[src/rtl/instr_fetch.sv]
// Instruction fetch sequencer: reads opcode and optional immediate bytes from program memory
// over a req/ack port and hands them to the core with a valid/ready handshake.
module instr_fetch #(
   parameter int unsigned       ADDR_W   = 8,
   parameter logic [ADDR_W-1:0] RESET_PC = '0
) (
   input  logic              clk,
   input  logic              rst,
   output logic              mem_req,
   output logic [ADDR_W-1:0] mem_addr,
   input  logic              mem_ack,
   input  logic [7:0]        mem_rdata,
   output logic [7:0]        instr,
   input  logic              need_imm,
   output logic [7:0]        imm,
   output logic              instr_valid,
   input  logic              instr_ready,
   input  logic              branch_taken,
   input  logic [ADDR_W-1:0] branch_target,
   output logic [ADDR_W-1:0] pc
);

   typedef enum logic [2:0] {
      StIdle,
      StOp,
      StDec,
      StImm,
      StIssue
   } state_t;

   state_t state;

   // The address is always the PC; it only changes on an ack or an issue, so it is stable
   // for the whole life of a request.
   assign mem_addr = pc;

   always_ff @(posedge clk or posedge rst) begin
      if (rst) begin
         state       <= StIdle;
         pc          <= RESET_PC;
         instr       <= 8'h00;
         imm         <= 8'h00;
         instr_valid <= 1'b0;
         mem_req     <= 1'b0;
      end else begin
         case (state)
            StIdle: begin
               state   <= StOp;
               mem_req <= 1'b1;
            end
            StOp: begin
               if (mem_ack) begin
                  instr   <= mem_rdata;
                  pc      <= pc + ADDR_W'(1);
                  state   <= StDec;
                  mem_req <= 1'b0;
               end
            end
            StDec: begin
               // instr is registered here, so the decoder output has settled
               if (need_imm) begin
                  state   <= StImm;
                  mem_req <= 1'b1;
               end else begin
                  imm         <= 8'h00;
                  state       <= StIssue;
                  instr_valid <= 1'b1;
               end
            end
            StImm: begin
               if (mem_ack) begin
                  imm         <= mem_rdata;
                  pc          <= pc + ADDR_W'(1);
                  state       <= StIssue;
                  mem_req     <= 1'b0;
                  instr_valid <= 1'b1;
               end
            end
            StIssue: begin
               if (instr_ready) begin
                  // Target replaces the already-advanced PC; no further increment.
                  pc          <= branch_taken ? branch_target : pc;
                  state       <= StOp;
                  instr_valid <= 1'b0;
                  mem_req     <= 1'b1;
               end
            end
            default: begin
               state       <= StIdle;
               instr_valid <= 1'b0;
               mem_req     <= 1'b0;
            end
         endcase
      end
   end

endmodule

[config.mk]
export PLATFORM = sky130hd
export DESIGN_NAME = instr_fetch
export DESIGN_NICKNAME = d
export VERILOG_FILES = /design/src/rtl/instr_fetch.sv
export SDC_FILE = /design/constraint.sdc
export NUM_CORES = 1
export LEC_CHECK = 0
export CELL_PAD_IN_SITES_DETAIL_PLACEMENT = 0
export CELL_PAD_IN_SITES_GLOBAL_PLACEMENT = 1
export CORE_MARGIN = 2
export CORE_UTILIZATION = 35
export DETAILED_ROUTE_END_ITERATION = 7
export PLACE_DENSITY_LB_ADDON = 0.1
export SYNTH_ARGS = -nofsm -noshare
export SYNTH_HDL_FRONTEND = slang
export SYNTH_SLANG_ARGS = --single-unit
[constraint.sdc]
create_clock -name clk -period 2.84 [get_ports clk]
set_input_delay 0.426 -clock clk [delete_from_list [all_inputs] [get_ports clk]]
set_output_delay 0.426 -clock clk [all_outputs]
set_load 0.01 [all_outputs]
# Word-level counts from Yosys, hierarchy flattened
# Cells that the tools add are included.
[totals]
input_bits = 22
output_inout_bits = 34
register_bits = 29
wordCells = 50
[op_classes]
n_reduce_logical = 11
add_sub_neg = 1
bitwise = 1
muxes = 20
eq_ne = 11
[op_table]
columns = ["op", "n"]
rows = [
  ["8-bit 2-to-1 mux", 5],
  ["8-bit one-hot mux with 2 select lines", 2],
  ["3-bit one-hot mux with 5 select lines", 1],
  ["3-bit 2-to-1 mux", 4],
  ["2-bit != test (second input constant)", 6],
  ["3-bit AND reduction", 3],
  ["8-bit by 1-bit adder with 8-bit output (second input constant)", 1],
  ["1-bit one-hot mux with 4 select lines", 2],
  ["4-bit AND reduction", 2],
  ["3-bit by 2-bit == test with 1-bit output (second input constant)", 2],
  ["1-bit 2-to-1 mux", 6],
  ["2-bit nonzero test", 2],
  ["2-bit OR reduction", 2],
  ["3-bit by 1-bit == test with 1-bit output (second input constant)", 1],
  ["3-bit == test (second input constant)", 1],
  ["3-bit logical NOT", 1],
  ["2-bit by 1-bit != test with 1-bit output (second input constant)", 1],
  ["2-bit AND reduction", 1],
  ["1-bit NOT", 1],
]

# Depth between registers and ports, before layout
[logic_depth]
depth_word = 4
depth_mapped = 7
ltp_nobuf = 5

# Worst setup path after synthesis
# Ideal clock, no wire load.
[synth_timing]
path_kind = "reg-to-reg"
start = "register state[2]"
end = "register instr[0]"
required_ns = 2.715
synth_period_minus_slack_ns = 1.498
slack_ns = 1.342
setup_ns = 0.125
path_stages_with_launch = 4
arrival_ns = 1.373
path_buffers = 0
path_cell_list = "dfrtp_1 -> nand2b_1 -> nor3b_2 -> mux2_2"
[synth_via]
elab_chain_cells = 2
[synth_rtl]
columns = ["element", "line", "source"]
rows = [
  ["start, declared", "31", "state_t state;"],
  ["start signal, assigned", "39", "state <= StIdle;"],
  ["start signal, assigned", "48", "state <= StOp;"],
  ["start signal, assigned", "55", "state <= StDec;"],
  ["3-bit by 1-bit == test with 1-bit output", "46", "case (state)"],
  ["2-bit AND reduction (no line)", "-", ""],
  ["end signal, assigned", "53", "instr <= mem_rdata;"],
  ["end, declared", "13", "output logic [7:0] instr,"],
]
# Every way passes these cells.
# A chain may end at the register's enable or synchronous reset.

# Final worst setup path
[layout_timing]
start = "register state[0]"
end = "register instr[5]"
# Same word-level chain as after synthesis.

==> flow_metrics.env <==
export IMPL_fp_dieArea_um2=4780
export IMPL_cap_viol_max_count=0
export IMPL_syn_avg_cell_area_um2=9.76
export IMPL_path_max_fanout=19
export IMPL_max_slew_margin_rel_pct=58.4
export IMPL_synthesis_nets=175
export IMPL_routed_via_count=1265
export IMPL_grt_max_degree=30
export IMPL_ioPinCount=56
export IMPL_power_frac_seq_pct=35.7
export IMPL_critPathArrivalTime_ns=2.12
export IMPL_areaGrowthSynthToFinish_pct=41.8
export IMPL_die_y_um=69.1
export IMPL_worst_slack_ns=0.882
export IMPL_yosysSeqAreaShare_pct=48.9
export IMPL_post_place_ws_ns=0.723
export IMPL_hold_viol_final=0
export IMPL_fp_dieW_um=69.1
export IMPL_netlist_area_um2=1480
export IMPL_grt_busiest_layer="met2"
export IMPL_clk_pin_slew_worst_paths_ns=0.06
export IMPL_grt_pass1_wl_um=6030
export IMPL_cp_end_kind="flip-flop"
export IMPL_tightest_slew_ns=0.624
export IMPL_fin_skew_ns=0.00576
export IMPL_drive_above_1_share_pct=11.9
export IMPL_switching_power_w=0.000840
export IMPL_syn_inst=152
export IMPL_p_total_w=0.00231
export IMPL_min_path_cells=2
export IMPL_utilization_pct=52.2
export IMPL_cp_start_kind="flip-flop"
export IMPL_cts_sinks=29
export IMPL_powerDensity_nw_per_um2=1100
export IMPL_required_ns=3.00
export IMPL_crit_type="reg2reg"
export IMPL_synth_top_flop_cell="dfrtp_1"
export IMPL_slew_viol_final=0
export IMPL_place_congestion=0.762
export IMPL_post_cts_resized=0
export IMPL_p_clk_share_pct=16.1
export IMPL_cts_hold_buf=0
export IMPL_cts_root_buffer="clkbuf_8"
export IMPL_fin_setup_tns_ns=0
export IMPL_cts_tree="yes"
export IMPL_drt_total_wl_um=3450
export IMPL_clk_latency_ns=0.28
export IMPL_drtAntennaViolNets=0
export IMPL_setup_viol=0
export IMPL_cts_buffer_depth=2
export IMPL_diodes=0
export IMPL_grt_pass1_vias=1250
export IMPL_leakagePower_nw=0.880
export IMPL_final_nets=224
export IMPL_period_share_pct=69.0
export IMPL_dr_first_iter_drc_count=35
export IMPL_async_reset_ff_share_pct=100
export IMPL_yosys_warnings=0
export IMPL_cts_buffers=5
export IMPL_yosys_cell_types_count=35
export IMPL_max_freq_ghz=0.511
export IMPL_hpwl_um=2500
export IMPL_swShare_pct=36.3
export IMPL_wl_per_cell_um=13.7
export IMPL_outcome="completed"
export IMPL_core_um2=4030
export IMPL_met1_usage_pct=20.3
export IMPL_start_util_pct=36.8
export IMPL_p_int_w=0.00147
export IMPL_drc=0
export IMPL_io_buffers=55
export IMPL_timing_hold_ws_ns=0.478
export IMPL_num_rows=23
export IMPL_rr_worst_depth=3
export IMPL_cts_setup_buffers=0
export IMPL_fill_cells=393
export IMPL_pwr_share_comb_pct=48.2
export IMPL_peakVddDrop_v=0.000407
export IMPL_cts_htree_levels=2
export IMPL_fin_crit_ns=1.96
export IMPL_synth_seq_cells=29
export IMPL_use_met2_pct=24.9
export IMPL_synth_edf_count=0
export IMPL_grt_util_all_layers_pct=15.7
export IMPL_antenna_found_initial=0
export IMPL_avgViaCountPerCell=5.02
export IMPL_hp_class="reg2reg"
export IMPL_use_met3_pct=4.39
export IMPL_grt_setup_unrepaired="false"
export IMPL_grt_ovfl_total=0
export IMPL_dr_pass1_iters=4
[cells by family after synthesis]
kind of cell | after synthesis | synth area share (%)
AO/OA/AOI/OAI | 44 | 18.5
AND/OR/NAND/NOR | 50 | 16.1
adder cells (fa/ha/maj) | 1 | 0.843
multiplexers | 9 | 6.75
flip-flops | 29 | 48.9
XOR/XNOR | 1 | 0.590
buffers and inverters | 18 | 8.35
[routing by layer]
metal / part of all wire, % / vias up
li1: - / 622
met5: 0 / -
met1: 47 / 605
met4: 1.5 / 0
met2: 46 / 31
met3: 5.1 / 7
[final timing paths]
kind | start | endpoint | slack, ns
max | state[0] | instr[5] | 0.88
min | imm[3] | imm[3] | 0.48
max reg2reg | state[0] | instr[5] | 0.88
min reg2reg | imm[3] | imm[3] | 0.48
max in group asynchronous | rst | mem_addr[6] | 2.06
min in group asynchronous | rst | instr[1] | 0.52
[power by group through the flow]
stage          registers [W]  logic (W)  clock network [W]
6_report            0.000825    0.00112           0.000373
3_3_place_gp        0.000832    0.00111                  0
2_1_floorplan       0.000820   0.000636                  0
4_1_cts             0.000833    0.00113           0.000385
3_5_place_dp        0.000836    0.00113                  0
5_1_grt             0.000871    0.00121           0.000411
[worst max-delay path: stages (launching register included)]
cell,delay (ns)
dfrtp_1,0.69
nand2b_1,0.19
nor3b_2,0.56
mux2_2,0.40
[layout by cell type, fill, tap and decap left out, drive strengths merged, types with 2 or more instances in the layout]
master         count
a21oi             13
a2bb2oi            2
a41oi              2
and3               2
buf                3
clkbuf             7
clkdlybuf4s50     55
dfrtp             29
inv                2
mux2               8
nand2             23
nand2b             3
nand3              3
nor2              10
nor2b              2
o21ai             18
o22a               3
o22ai              2
[state kept, by name, summed over array words and instances (netlist names)]
| name | cells |
|---|---|
| instr_valid | 1 |
| state | 3 |
| mem_req | 1 |
| instr | 8 |
| mem_addr | 8 |
| imm | 8 |
[cell usage after synthesis, drive strengths merged (2+ instances only)]
library cell,instances,share of area (%)
o22ai,2,0.84
nand2b,3,1.3
dfrtp,29,49
a2bb2oi,2,1.2
nor2,10,2.5
o21ai,18,6.1
clkbuf,2,0.51
a21oi,13,4.9
mux2,8,6.1
and3,2,0.84
o22a,3,1.8
nand3,3,1.0
inv,2,0.51
a41oi,2,1.2
buf,14,7.3
nor2b,2,0.84
nand2,23,5.8
[per-stage QoR]
step / instance area (um^2) / std cells
6_report: 2100 / 252
3_5_place_dp: 2000 / 244
3_3_place_gp: 2000 / 244
4_1_cts: 2100 / 252
5_1_grt: 2100 / 252
2_1_floorplan: 1480 / 152
[layout make-up]
type | count | area (um^2) | share of cell area (%)
flip-flops and latches | 29 | 726 | 34.5
multi-input cells | 105 | 634 | 30.1
repair buffers | 58 | 573 | 27.2
clock buffers | 7 | 96.3 | 4.58
well taps | 50 | 62.6 | 2.97
inverters | 2 | 7.51 | 0.357
clock inverters | 1 | 5.00 | 0.238
Note: power is estimated with default switching activity, not from simulation.
